$ cat src/rtl/div_iter.sv
// rtl/div_iter.sv - iterative radix-2 restoring divider (DIV/DIVU) for the EX stage
module div_iter #(
    parameter int WIDTH = 32
) (
    input  logic             clk,
    input  logic             resetn,
    input  logic             start,
    input  logic             is_signed,
    input  logic             flush,
    input  logic [WIDTH-1:0] dividend,
    input  logic [WIDTH-1:0] divisor,
    output logic             busy,
    output logic             done,
    output logic [WIDTH-1:0] quotient,
    output logic [WIDTH-1:0] remainder
);

    localparam logic [1:0] S_IDLE = 2'd0;
    localparam logic [1:0] S_RUN  = 2'd1;
    localparam logic [1:0] S_SIGN = 2'd2;
    localparam logic [1:0] S_DONE = 2'd3;

    localparam int             CW       = $clog2(WIDTH + 1);
    localparam logic [CW-1:0]  CNT_LAST = CW'(WIDTH - 1);

    logic [1:0]       state_q,  state_d;
    logic [CW-1:0]    cnt_q,    cnt_d;
    logic [WIDTH-1:0] rem_q,    rem_d;     // running remainder (always < divisor)
    logic [WIDTH-1:0] quo_q,    quo_d;     // dividend bits shift out, quotient bits shift in
    logic [WIDTH-1:0] dvsr_q,   dvsr_d;    // divisor magnitude
    logic             neg_q_q,  neg_q_d;   // negate quotient at fix-up
    logic             neg_r_q,  neg_r_d;   // negate remainder at fix-up
    logic             div0_q,   div0_d;
    logic [WIDTH-1:0] quot_q,   quot_d;
    logic [WIDTH-1:0] remo_q,   remo_d;

    logic             a_neg, b_neg, accept, ge;
    logic [WIDTH:0]   shifted;             // WIDTH+1-bit partial remainder, keeps the carry

    assign a_neg  = is_signed & dividend[WIDTH-1];
    assign b_neg  = is_signed & divisor[WIDTH-1];
    assign accept = start & ~flush & ((state_q == S_IDLE) | (state_q == S_DONE));

    // One restoring step: shift the next dividend bit in and trial-subtract.
    assign shifted = {rem_q, quo_q[WIDTH-1]};
    assign ge      = (shifted >= {1'b0, dvsr_q});

    // Next-state and datapath selection.
    always_comb begin
        state_d = state_q;
        cnt_d   = cnt_q;
        rem_d   = rem_q;
        quo_d   = quo_q;
        dvsr_d  = dvsr_q;
        neg_q_d = neg_q_q;
        neg_r_d = neg_r_q;
        div0_d  = div0_q;
        quot_d  = quot_q;
        remo_d  = remo_q;

        if (accept) begin
            state_d = S_RUN;
            cnt_d   = '0;
            rem_d   = '0;
            quo_d   = a_neg ? -dividend : dividend;
            dvsr_d  = b_neg ? -divisor : divisor;
            neg_q_d = a_neg ^ b_neg;
            neg_r_d = a_neg;
            div0_d  = (divisor == '0);
        end else if (flush && state_q != S_IDLE) begin
            state_d = S_IDLE;
        end else begin
            case (state_q)
                S_RUN: begin
                    rem_d = ge ? (shifted[WIDTH-1:0] - dvsr_q) : shifted[WIDTH-1:0];
                    quo_d = {quo_q[WIDTH-2:0], ge};
                    cnt_d = cnt_q + CW'(1);
                    if (cnt_q == CNT_LAST) begin
                        state_d = S_SIGN;
                    end
                end
                S_SIGN: begin
                    // A zero divisor gives all-ones quotient bits; the remainder path
                    // already reproduces the dividend (-|x| == x for negative x).
                    quot_d  = div0_q ? '1 : (neg_q_q ? -quo_q : quo_q);
                    remo_d  = neg_r_q ? -rem_q : rem_q;
                    state_d = S_DONE;
                end
                S_DONE:  state_d = S_IDLE;
                default: state_d = S_IDLE;
            endcase
        end
    end

    // State and datapath registers with synchronous active-low reset.
    always_ff @(posedge clk) begin
        if (!resetn) begin
            state_q <= S_IDLE;
            cnt_q   <= '0;
            rem_q   <= '0;
            quo_q   <= '0;
            dvsr_q  <= '0;
            neg_q_q <= 1'b0;
            neg_r_q <= 1'b0;
            div0_q  <= 1'b0;
            quot_q  <= '0;
            remo_q  <= '0;
        end else begin
            state_q <= state_d;
            cnt_q   <= cnt_d;
            rem_q   <= rem_d;
            quo_q   <= quo_d;
            dvsr_q  <= dvsr_d;
            neg_q_q <= neg_q_d;
            neg_r_q <= neg_r_d;
            div0_q  <= div0_d;
            quot_q  <= quot_d;
            remo_q  <= remo_d;
        end
    end

    assign busy      = (state_q == S_RUN) | (state_q == S_SIGN);
    assign done      = (state_q == S_DONE);
    assign quotient  = quot_q;
    assign remainder = remo_q;

endmodule

$ cat config.mk
export PLATFORM = sky130hd
export DESIGN_NAME = div_iter
export DESIGN_NICKNAME = d
export VERILOG_FILES = /design/src/rtl/div_iter.sv
export SDC_FILE = /design/constraint.sdc
export NUM_CORES = 1
export LEC_CHECK = 0
export BUFFER_PORTS_ARGS = -buffer_cell sky130_fd_sc_hd__buf_2
export CAP_MARGIN = 30
export CORE_MARGIN = 2
export CORE_UTILIZATION = 40
export CTS_BUF_LIST = sky130_fd_sc_hd__clkbuf_8
export CTS_CLUSTER_SIZE = 40
export DETAILED_ROUTE_END_ITERATION = 6
export PLACE_DENSITY = 0.63
export SETUP_SLACK_MARGIN = 0.5
export SLEW_MARGIN = 20
export SYNTH_ARGS = -nofsm -noshare
export SYNTH_HDL_FRONTEND = slang
export SYNTH_SLANG_ARGS = --single-unit
$ cat constraint.sdc
create_clock -name clk -period 6.58 [get_ports clk]
set_clock_uncertainty 0.2 [all_clocks]
set_input_delay 0.329 -clock clk [delete_from_list [all_inputs] [get_ports clk]]
set_output_delay 0.329 -clock clk [all_outputs]
set_load 0.01 [all_outputs]
Yosys cells after proc, flatten, opt, wreduce, memory -nomap -nowiden
Cells that the tools add are included.

Reductions and logical operators: 10. Add/sub/neg operators: 6. Equal/unequal tests: 7. Multiplexer cells: 13. Order comparisons: 1. Bitwise logic cells: 11.

Operator list (count): 2-to-1 mux 32 bit (9); negator 32 bit (4); >= comparator 33 x 32 -> 1 bit (1); zero test 32 bit (1); subtractor 32 bit (1); adder 6 x 1 -> 6 bit (second input constant) (1); equality test 6 x 5 -> 1 bit (second input constant) (1); AND 1 bit (4); equality test 2 bit (second input constant) (2); != test 2 bit (second input constant) (2); != test 4 bit (second input constant) (1); NOT 1 bit (4); one-hot mux 2 bit (2 select lines) (1); AND reduction 2 bit (2); nonzero test 2 bit (2); AND reduction 3 bit (1); OR reduction 3 bit (1); equality test 2 x 1 -> 1 bit (second input constant) (1); zero test 2 bit (1); 2-to-1 mux 1 bit (2); 2-to-1 mux 2 bit (1); OR 1 bit (2); OR reduction 2 bit (1); logical AND 1 bit (1); XOR 1 bit (1).

Register bits: 171. Output and inout port bits: 66. Input port bits: 69. Word-level logic and storage cells: 59.

Logic depth before layout (Yosys ltp)
Word-level depth: 5. Gate-level depth with buffers: 14. Mapped depth without buffers: 12.

Least setup slack after synthesis
No wires, ideal clock.

Path kind: reg2reg. Start: register rem_q[12]. End: register rem_q[31]. Stages on the path, launching flop included: 13. Library setup time: 0.074 ns. Data arrival time: 2.955 ns. Period minus slack after synthesis: 3.229 ns. Path buffers: 2. Slack: 3.351 ns. Data required time: 6.306 ns. Cell sequence: dfxtp_1 > ha_1 > clkbuf_1 > nand2_1 > or4_1 > or4_1 > nor4_2 > or3b_2 > o21ai_2 > and2_4 > buf_6 > a311o_1 > a31oi_1.

Word-level cells in the longest chain between the ends: 2. Elaborated cells between the ends (all ways): 3. Classes of those cells: 1 x add/sub; 1 x order compare; 1 x mux.

RTL lines: start: declaration (line 28) `logic [WIDTH-1:0] rem_q, rem_d;`; start signal: assignment (line 111) `rem_q <= rem_d;`; subtractor 32 bit / >= comparator 33 x 32 -> 1 bit (equally long branches) (line 75, 46); 2-to-1 mux 32 bit * (line 75) `rem_d = ge ? (shifted[WIDTH-1:0] - dvsr_q) : shifted[WIDTH-1:0];`.

Mark *: on every way between the ends. The rest lies on a longest branch, timed or not. A chain may end at the register's enable or synchronous reset.

Worst setup path in the final report
Start: register rem_q[7]. End: register rem_q[7].

Word-level cells in the longest chain between the ends: 2.

RTL lines: >= comparator 33 x 32 -> 1 bit (line 46) `assign ge = (shifted >= {1'b0, dvsr_q});`; 2-to-1 mux 32 bit (line 75).

No other way between the ends.

==> flow_summary_export.csv <==
group,metric,value,unit
power_and_ir_drop,p_clk_share,18.5,%
power_and_ir_drop,powerDensity,340,nW/µm²
timing,setup_tns,0,ps
global_routing,grt_max_degree,83,
route,drtAntennaViolNets,0,
finish,final_nets,1561,
finish,final_cell_area,12200,µm²
critical_path,criticalPathCategory,"reg -> reg",
critical_path,startpoint_type,"flip-flop",
run,max_cap_violations,0,
route,routed.top_layer,"met4",
outcome,status,"finished, final reports clean",
place,gpl.final_weighted_congestion,0.975,
place,placed_cell_area,11500,µm²
place,dp_slack,2850,ps
synthesis,synthDistinctLibCells,63,
finish,layout-drive-gt1-share,13.8,%
clock_network,cts_setup_buffers,0,
power_and_ir_drop,irDropWorstVdd,0.144,mV
clock_network,htree_num_levels,4,
critical_path,cp-end-kind,"flip-flop",
global_routing,antenna_found_initial,0,
global_routing,grt_pass1_wl,49700,µm
clock_network,clk_pin_slew_worst_paths,120,ps
route,wl_per_cell,17.2,µm
finish,synthToLayoutAreaGrowth,14.8,%
timing,setup_violations,0,
floorplanning,ios,135,
power_and_ir_drop,p_comb_share,49.0,%
global_routing,grt_overflow,0,
route,met2_length,12500,µm
timing,rsz0062_at_grt,"false",
clock_network,clk_latency,480,ps
global_routing,grt_use_total,21.9,%
synthesis,synth_edf_count,0,
floorplanning,initial_core_util,40.7,%
place,place_hpwl,22700,µm
synthesis,syn_area_per_cell,7.89,µm²
route,drtIter0Drc,900,
route,wl_met3,2330,µm
floorplanning,fp.dieH,167,µm
place,placement.io_buffers,134,
route,drt_pre_antenna_iters,5,
power_and_ir_drop,switching_power,0.00189,W
power_and_ir_drop,p_seq_share,32.5,%
critical_path,crit_arrival,3920,ps
synthesis,synth-seq-cells,171,
timing,period_share,57.7,%
floorplanning,die_w,167,µm
timing,setup_slack,2780,ps
power_and_ir_drop,p_leak,4.79,nW
clock_network,cts_root_buf,"clkbuf_8",
hold_path,hold_path_class,"in -> reg",
synthesis,ys_seq_area_share,32.3,%
floorplanning,row_count,59,
route,wl_met1,15800,µm
synthesis,netlist_area,10600,µm²
route,drc_errors,0,
power_and_ir_drop,swShare,45.5,%
synthesis,ys.warnings.count,0,
synthesis,synth_nets,1456,
clock_network,clock-sinks,171,
power_and_ir_drop,internal_power,0.00226,W
synthesis,synthFlopType,"dfxtp_1",
synthesis,synth_cells,1345,
route,via_count,10100,
route,drt-total-wl,31000,µm
clock_network,cts_buffers,17,
finish,num_antenna_cells,0,
global_routing,grt_pass1_vias,9169,
critical_path,cp_max_fo,26,
clock_network,cts_buffer_depth,2,
timing,relSlewSlack,29.5,%
floorplanning,core_area,26100,µm²
clock_network,cts_resized,0,
timing,fin_crit,3800,ps
critical_path,worstPathRequired,6710,ps
synthesis,synthArstFlopShare,0,%
clock_network,cts_tree,"done",
floorplanning,dieArea,27800,µm²
timing,maxSlewViolCount,0,
timing,hold_viol,0,
timing,tightest_slew,1050,ps
route,viasPerCell,5.62,
timing,max_freq,263,MHz
metrics by stage:
| stage | power, W | util (%) | std cells | hold slack (ps) |
|---|---|---|---|---|
| 2_1_floorplan | 0.00283 | - | 1345 | 232 |
| 3_3_place_gp | 0.00335 | 43.9 | 1737 | 240 |
| 3_5_place_dp | 0.00335 | 44.0 | 1738 | 246 |
| 4_1_cts | 0.00413 | 46.6 | 1796 | 0.417 |
| 5_1_grt | 0.00444 | 46.7 | 1798 | 10.7 |
| 6_report | 0.00414 | 46.7 | 1798 | 23.4 |
critical path, cell delays in order (launching register included):
cell and delay [ps]:
dfxtp_1 390, ha_1 400, nand3_2 150, or4_1 600, or4_1 530, nor4_2 140
or3b_2 160, o21ai_2 90, nand2_2 580, mux2i_1 290, a21oi_1 100
placed cells by master (no fill, tap or decap), drive strengths merged, types with 36 or more instances in the layout:
| cell type | count |
|---|---|
| dfxtp | 171 |
| inv | 60 |
| a21oi | 101 |
| nor2 | 134 |
| xor2 | 80 |
| xnor2 | 63 |
| a211oi | 49 |
| buf | 145 |
| ha | 41 |
| a311oi | 36 |
| nand2 | 129 |
| o21ai | 101 |
path summary, 6_finish.rpt:
path / slack [ps] / start / to / cells after the start
worst min register to register: 260 / dvsr_q[22] / dvsr_q[22] / 2
worst min-delay path: 20 / dividend[12] / quo_q[12] / 4
worst max register to register: 2780 / rem_q[7] / rem_q[7] / 10
worst max-delay path: 2780 / rem_q[7] / rem_q[7] / 10
per-layer routing:
layer,vias to the layer above,GRT usage [%]
met3,27,4.44
met5,-,0
li1,5093,-
met2,320,31.0
met4,0,4.54
met1,4672,33.8
kinds of logic after synthesis:
logic type	after synthesis	share of synthesized area [%]
AOI/OAI and AO/OA	410	25.2
muxes	24	2.26
DFF	171	32.3
buffers and inverters	137	4.98
xor gates and xnor gates	143	11.8
adders and majority gates	42	5.02
and+or+nand+nor	418	18.5
power by group through the flow:
stage	Clock, W	Combinational [W]	Sequential (W)
final	0.000765	0.00203	0.00135
after global routing	0.000825	0.00224	0.00137
after CTS	0.000776	0.00201	0.00135
after detailed placement	0	0.00198	0.00137
after global placement	0	0.00198	0.00137
after floorplan	0	0.00149	0.00134
Yosys cell counts, types with 10 or more instances:
cell | count | share of area (%)
dfxtp_1 | 171 | 32
nor2_1 | 134 | 4.7
nand2_1 | 128 | 4.5
a21oi_1 | 101 | 4.8
o21ai_0 | 96 | 4.5
xor2_1 | 80 | 6.6
clkbuf_1 | 70 | 2.5
xnor2_1 | 63 | 5.2
inv_1 | 52 | 1.8
a211oi_1 | 49 | 3.5
ha_1 | 41 | 4.8
a311oi_1 | 36 | 3.0
nand3_1 | 29 | 1.4
o31ai_1 | 29 | 2.1
mux2i_1 | 24 | 2.3
nor3_1 | 23 | 1.1
or3_1 | 18 | 1.1
nand4_1 | 17 | 1.0
or4_1 | 17 | 1.2
o41ai_1 | 15 | 1.2
a21o_1 | 14 | 0.99
o22ai_1 | 12 | 0.71
a31oi_1 | 11 | 0.65
buf_1 | 11 | 0.39
nor4_1 | 10 | 0.59
state kept, by name, indices dropped and copies added, names as in the netlist:
signal and count:
cnt_q 6, div0_q 1, dvsr_q 32, neg_q_q 1, neg_r_q 1, quo_q 32, quotient 32, rem_q 32
remainder 32, state_q 2
what timing repair did:
item	CTS	global route
hold buffers	26	0
endpoints found under the setup margin	0	0
hold endpoints to repair	26	0
final cells by class:
| class | count | area [µm²] |
|---|---|---|
| repair buffers | 171 | 1060 |
| clock buffers | 17 | 234 |
| inverters | 52 | 195 |
| flip-flops and latches | 171 | 3420 |
| clock inverters | 15 | 168 |
| fillers | 2562 | 13900 |
| well taps | 335 | 419 |
| multi-input cells | 1037 | 6670 |
Note: power is estimated with default switching activity, not from simulation.
